==> src/rtl/pipe_hazard_ctrl.sv <==
// rtl/pipe_hazard_ctrl.sv - stall/flush sequencer for the 5-stage pipeline
module pipe_hazard_ctrl #(
  parameter int MUL_LAT     = 3,
  parameter int MEM_TIMEOUT = 255
) (
  input  logic        clk,
  input  logic        rst,
  input  logic [4:0]  id_rs1,
  input  logic [4:0]  id_rs2,
  input  logic [4:0]  ex_rd,
  input  logic        ex_is_load,
  input  logic        ex_is_multi,
  input  logic        ex_branch_taken,
  input  logic        dmem_busy,
  output logic        stall_F,
  output logic        stall_D,
  output logic        stall_E,
  output logic        stall_M,
  output logic        flush_D,
  output logic        flush_E,
  output logic        flush_M,
  output logic        mul_busy,
  output logic        mul_done,
  output logic        mem_err,
  output logic [31:0] stall_cycles
);

  typedef enum logic {IDLE, MULTI} state_t;

  // Cycles left in MULTI after the entry cycle, not counting the completion cycle.
  localparam logic [4:0] MUL_RELOAD = (MUL_LAT > 1) ? 5'(MUL_LAT - 2) : 5'd0;
  localparam logic [16:0] TIMEOUT_LIM = 17'(MEM_TIMEOUT);

  state_t      state, state_nxt;
  logic [4:0]  mul_cnt, mul_cnt_nxt;
  logic [15:0] mem_wait_cnt;
  logic        load_use;
  logic        timeout_hit;

  // x0 is hardwired zero, so a load targeting it never creates a dependency.
  assign load_use = ex_is_load && (ex_rd != 5'd0) &&
                    ((ex_rd == id_rs1) || (ex_rd == id_rs2));

  // Flag on the busy cycle that brings the wait count up to the timeout.
  assign timeout_hit = dmem_busy && (({1'b0, mem_wait_cnt} + 17'd1) >= TIMEOUT_LIM);

  // Sequencer state and remaining multi-cycle count.
  always_ff @(posedge clk or posedge rst) begin
    if (rst) begin
      state   <= IDLE;
      mul_cnt <= 5'd0;
    end else begin
      state   <= state_nxt;
      mul_cnt <= mul_cnt_nxt;
    end
  end

  // Prioritised hazard resolution: freeze, multi-cycle, branch, load-use.
  always_comb begin
    state_nxt   = state;
    mul_cnt_nxt = mul_cnt;
    stall_F     = 1'b0;
    stall_D     = 1'b0;
    stall_E     = 1'b0;
    stall_M     = 1'b0;
    flush_D     = 1'b0;
    flush_E     = 1'b0;
    flush_M     = 1'b0;
    mul_busy    = 1'b0;
    mul_done    = 1'b0;
    if (!rst) begin
      mul_busy = (state == MULTI);
      if (dmem_busy) begin
        // Whole pipe holds; pending bubbles are re-evaluated once memory is ready.
        stall_F = 1'b1;
        stall_D = 1'b1;
        stall_E = 1'b1;
        stall_M = 1'b1;
      end else if (state == MULTI) begin
        if (mul_cnt != 5'd0) begin
          stall_F     = 1'b1;
          stall_D     = 1'b1;
          stall_E     = 1'b1;
          flush_M     = 1'b1;
          mul_cnt_nxt = mul_cnt - 5'd1;
        end else begin
          mul_done  = 1'b1;
          state_nxt = IDLE;
        end
      end else if (ex_is_multi) begin
        // A multi-cycle op outranks a branch claimed in the same EX slot.
        if (MUL_LAT > 1) begin
          stall_F     = 1'b1;
          stall_D     = 1'b1;
          stall_E     = 1'b1;
          flush_M     = 1'b1;
          state_nxt   = MULTI;
          mul_cnt_nxt = MUL_RELOAD;
        end else begin
          mul_done = 1'b1;
        end
      end else if (ex_branch_taken) begin
        flush_D = 1'b1;
        flush_E = 1'b1;
      end else if (load_use) begin
        stall_F = 1'b1;
        stall_D = 1'b1;
        flush_E = 1'b1;
      end
    end
  end

  // Consecutive busy-cycle counter and sticky timeout flag.
  always_ff @(posedge clk or posedge rst) begin
    if (rst) begin
      mem_wait_cnt <= 16'd0;
      mem_err      <= 1'b0;
    end else begin
      if (!dmem_busy) begin
        mem_wait_cnt <= 16'd0;
      end else if (mem_wait_cnt != 16'hFFFF) begin
        mem_wait_cnt <= mem_wait_cnt + 16'd1;
      end
      if (timeout_hit) begin
        mem_err <= 1'b1;
      end
    end
  end

  // Saturating count of cycles in which the PC was held.
  always_ff @(posedge clk or posedge rst) begin
    if (rst) begin
      stall_cycles <= 32'd0;
    end else if (stall_F && (stall_cycles != 32'hFFFF_FFFF)) begin
      stall_cycles <= stall_cycles + 32'd1;
    end
  end

endmodule

==> config.mk <==
export PLATFORM = sky130hd
export DESIGN_NAME = pipe_hazard_ctrl
export DESIGN_NICKNAME = d
export VERILOG_FILES = /design/src/rtl/pipe_hazard_ctrl.sv
export SDC_FILE = /design/constraint.sdc
export NUM_CORES = 1
export LEC_CHECK = 0
export CAP_MARGIN = 20
export CORE_MARGIN = 8
export CORE_UTILIZATION = 55
export DETAILED_ROUTE_END_ITERATION = 16
export GPL_ROUTABILITY_DRIVEN = 1
export PLACE_DENSITY_LB_ADDON = 0.3
export SLEW_MARGIN = 20
export SYNTH_ARGS = -nofsm -noshare
export SYNTH_HDL_FRONTEND = slang
export SYNTH_SLANG_ARGS = --single-unit
==> constraint.sdc <==
create_clock -name clk -period 11.4 [get_ports clk]
set_input_delay 2.85 -clock clk [delete_from_list [all_inputs] [get_ports clk]]
set_output_delay 2.85 -clock clk [all_outputs]
set_load 0.05 [all_outputs]
==> summary.txt <==
Die
  • Initial Utilization: approximately 57%
  • Standard-cell rows: 27
  • Ports: between 60 and 70
  • Die W: between 90 and 100 um
  • Die Span Y: 91.0 um
  • CORE AREA: between 5000 and 6000 um^2
  • Die area: 8280 um^2

Critical path
  • Critical-path maximum fanout: between 50 and 60
  • Most common cell on crit path: clkdlybuf4s50_1
  • Crit end category: primary output
  • Buf/Inv on CP: 4
  • R2R Path Start: stall_cycles[18]
  • Setup crit start: rst
  • Worst setup SP type: input pin
  • CP arrival: around 5400 ps
  • Worst path max stage delay: a little under 900 ps
  • Slowest CP cell: clkdlybuf4s50_1
  • Crit Path Category: in2out
  • CP delay by family, top: buffers and inverters
  • Worst path required time: roughly 8600 ps
  • Cells along the critical path: clkdlybuf4s50_1 > inv_2 > buf_4 > o21ai_0 > o21ai_2 > clkdlybuf4s50_1

Synthesis
  • Flops & latches, synth: between 50 and 60
  • Synth Instances: around 330
  • Compound-cell area share of the yosys netlist: under 10%
  • Mapped Avg Cell Area: 9.44 um^2
  • Most common cell in the synthesized netlist: dfrtp_1
  • Async S/R FF share, synth: 100%
  • Yosys cell types: between 40 and 50
  • XOR/XNOR share of the synthesized area: ~16%
  • Mapped Nets: between 300 and 400
  • Post-Synth Adder-Cell Area: about 2.0%
  • YS warnings: 0
  • Mux cell area share after synthesis: less than 1%
  • Post-synthesis cell area: around 3100 um^2
  • Top_reg_cell synth: dfrtp_1
  • Sequential fraction of the synthesis area: between 40% and 50%
  • Largest cells by area after synthesis: dfrtp_1 (44%), xor2_1 (10%), xnor2_1 (6.2%)
  • Area leader, netlist: dfrtp_1
  • Largest family of logic cells by synthesized area: simple AND/OR/NAND/NOR gates
  • Synth Area in Simple Gates: about a quarter
  • EDFF count, synth: 0
  • Post-synth top cells: dfrtp_1 (55), xor2_1 (36), nand2_1 (27), nor2_1 (26), xnor2_1 (22)
  • Yosys top cell area share: between 40% and 50%

STA
  • Final setup vio count: 0
  • Worst-Margin Slew: around 1100 ps
  • Max frequency: 0.121 GHz
  • Hold slack: about 490 ps
  • Fin. Hold Viols: 0
  • Final period util: between 70% and 80%
  • Slew Limit Fails: 0
  • Layout Skew: 8.03 ps
  • RSZ-0062 raised after global routing: false
  • Crit path time final: 8260 ps
  • Rel. slew slack: between 20% and 30%
  • TNS Setup: 0 ps

Drt
  • Final ANT Viol Nets: 0
  • DRC viols: 0
  • Routed WL per cell: about 15 um
  • Final wirelength: roughly 7000 um
  • DR iter-0 viols: ~190
  • Via count: approximately 2,600
  • TritonRoute pass-1 iters: 4
  • Via density: 5.65

Power
  • P per Cell Area: about 140 nW/um^2
  • Switching part of the total power: 38.0%
  • Register share of total power: between 40% and 50%
  • Final Power: about 0.52 mW
  • Combinational power share: 33.7%
  • Clk pwr share: 19.7%
  • Psw: 0.196 mW
  • Peak VDD IR: roughly 0.11 mV
  • Cell-internal power: about 0.32 mW
  • Static Leak: 1.71 nW

Global route
  • Grt ovf: 0
  • Initial antenna violation count: 0
  • First-pass GRT wire length: around 12,000 um
  • Largest net degree at the start of global routing: between 50 and 60
  • Vias in the first global route: 2,443
  • Total GRT Usage: 16.7%

Clock tree
  • CTS tree: done
  • Clk buf depth: 2
  • CTS clk-pin slew, worst paths: about 90 ps
  • Htree depth: 2
  • Post-CTS setup buffers: 0
  • Clk sinks: 55
  • Hold_buf cts: 0
  • Root buffer cell: clkbuf_8
  • TritonCTS Buffers: 5
  • Cts repair resizes: 0
  • Insertion delay to the later sink of the worst-skew pair: ~300 ps

Job
  • Max Cap Viol: 0

Place
  • Port Buffers: 62
  • RD Place Congestion: ~0.8
  • Dpl hpwl: slightly above 5000 um

Run status
  • Status: finished, final reports clean

Layout
  • Antenna fix cells: 0
  • Share of layout cells above drive strength 1: approximately 3.1%
  • Syn-to-layout area delta: 23.0%
  • Final #Nets: between 400 and 500

Hold path
  • HP Start: stall_cycles[28]
  • HP Class: reg2reg
-- path summary, 6_finish.rpt --
path,to,slack (ps),cells after the start
worst max-delay path,stall_D,3140,6
worst min-delay path,stall_cycles[28],490,1
worst max register to register,stall_cycles[21],8520,7
worst min register to register,stall_cycles[28],490,1
max in group asynchronous,stall_cycles[26],7740,3
min in group asynchronous,mul_cnt[4],3230,3
-- kinds of logic after synthesis --
logic type               Yosys count
AO/OA/AOI/OAI                     33
XOR/XNOR                          58
adder cells (fa/ha/maj)            5
buffers and inverters             27
flip-flops                        55
multiplexers                       1
AND/OR/NAND/NOR                  149
-- placed cells by master (no fill, tap or decap), types with 5 or more instances in the layout --
master and n:
clkdlybuf4s50_1 62, nor4_1 9, ha_1 5, nand2_1 27, nand3_1 21, dfrtp_1 55
nand4_1 14, nor2_1 26, and2_1 5, clkbuf_8 5, xor2_1 36, and3_1 17
a21oi_1 12, inv_1 10, nor3_1 16, o21ai_0 6, xnor2_1 22
-- per-stage QoR --
| step | worst slack (ps) | cell area [um^2] | util, % | instances |
|---|---|---|---|---|
| floorplan | 3470 | 3100 | - | 328 |
| CTS | 3070 | 3810 | 69.6 | 455 |
| global route | 2910 | 3810 | 69.6 | 455 |
| global placement | 3150 | 3730 | 68.1 | 447 |
| finish | 3140 | 3810 | 69.6 | 455 |
| detailed placement | 3080 | 3730 | 68.1 | 447 |
-- power groups by stage --
stage / logic (mW) / clock network, mW / registers (mW)
floorplan: 0.0893 / 0 / 0.276
global placement: 0.172 / 0 / 0.244
detailed placement: 0.175 / 0 / 0.245
CTS: 0.175 / 0.105 / 0.241
global route: 0.186 / 0.112 / 0.245
finish: 0.174 / 0.101 / 0.241
-- registers in the layout, indices dropped and copies added, names as in the netlist --
signal and flops:
mem_err 1, mem_wait_cnt 16, mul_cnt 5, stall_cycles 32, state 1
-- final cells by class --
| cell class | count | area, um^2 |
|---|---|---|
| Sequential cell | 55 | 1380 |
| Tap cell | 72 | 90.1 |
| Timing Repair Buffer | 63 | 628 |
| Inverter | 11 | 41.3 |
| Clock inverter | 1 | 5.00 |
| Clock buffer | 7 | 76.3 |
| Fill cell | 454 | 1670 |
| Multi-Input combinational cell | 246 | 1590 |
-- per-layer routing --
| layer | vias to the layer above | share of wire (%) | GRT usage [%] |
|---|---|---|---|
| li1 | 1253 | - | - |
| met1 | 1227 | 46 | 21.9 |
| met2 | 83 | 45 | 25.3 |
| met3 | 9 | 8.2 | 5.84 |
| met4 | 0 | 1.1 | 4.77 |
| met5 | - | 0 | 0 |
(Power assumes the default switching activity.)
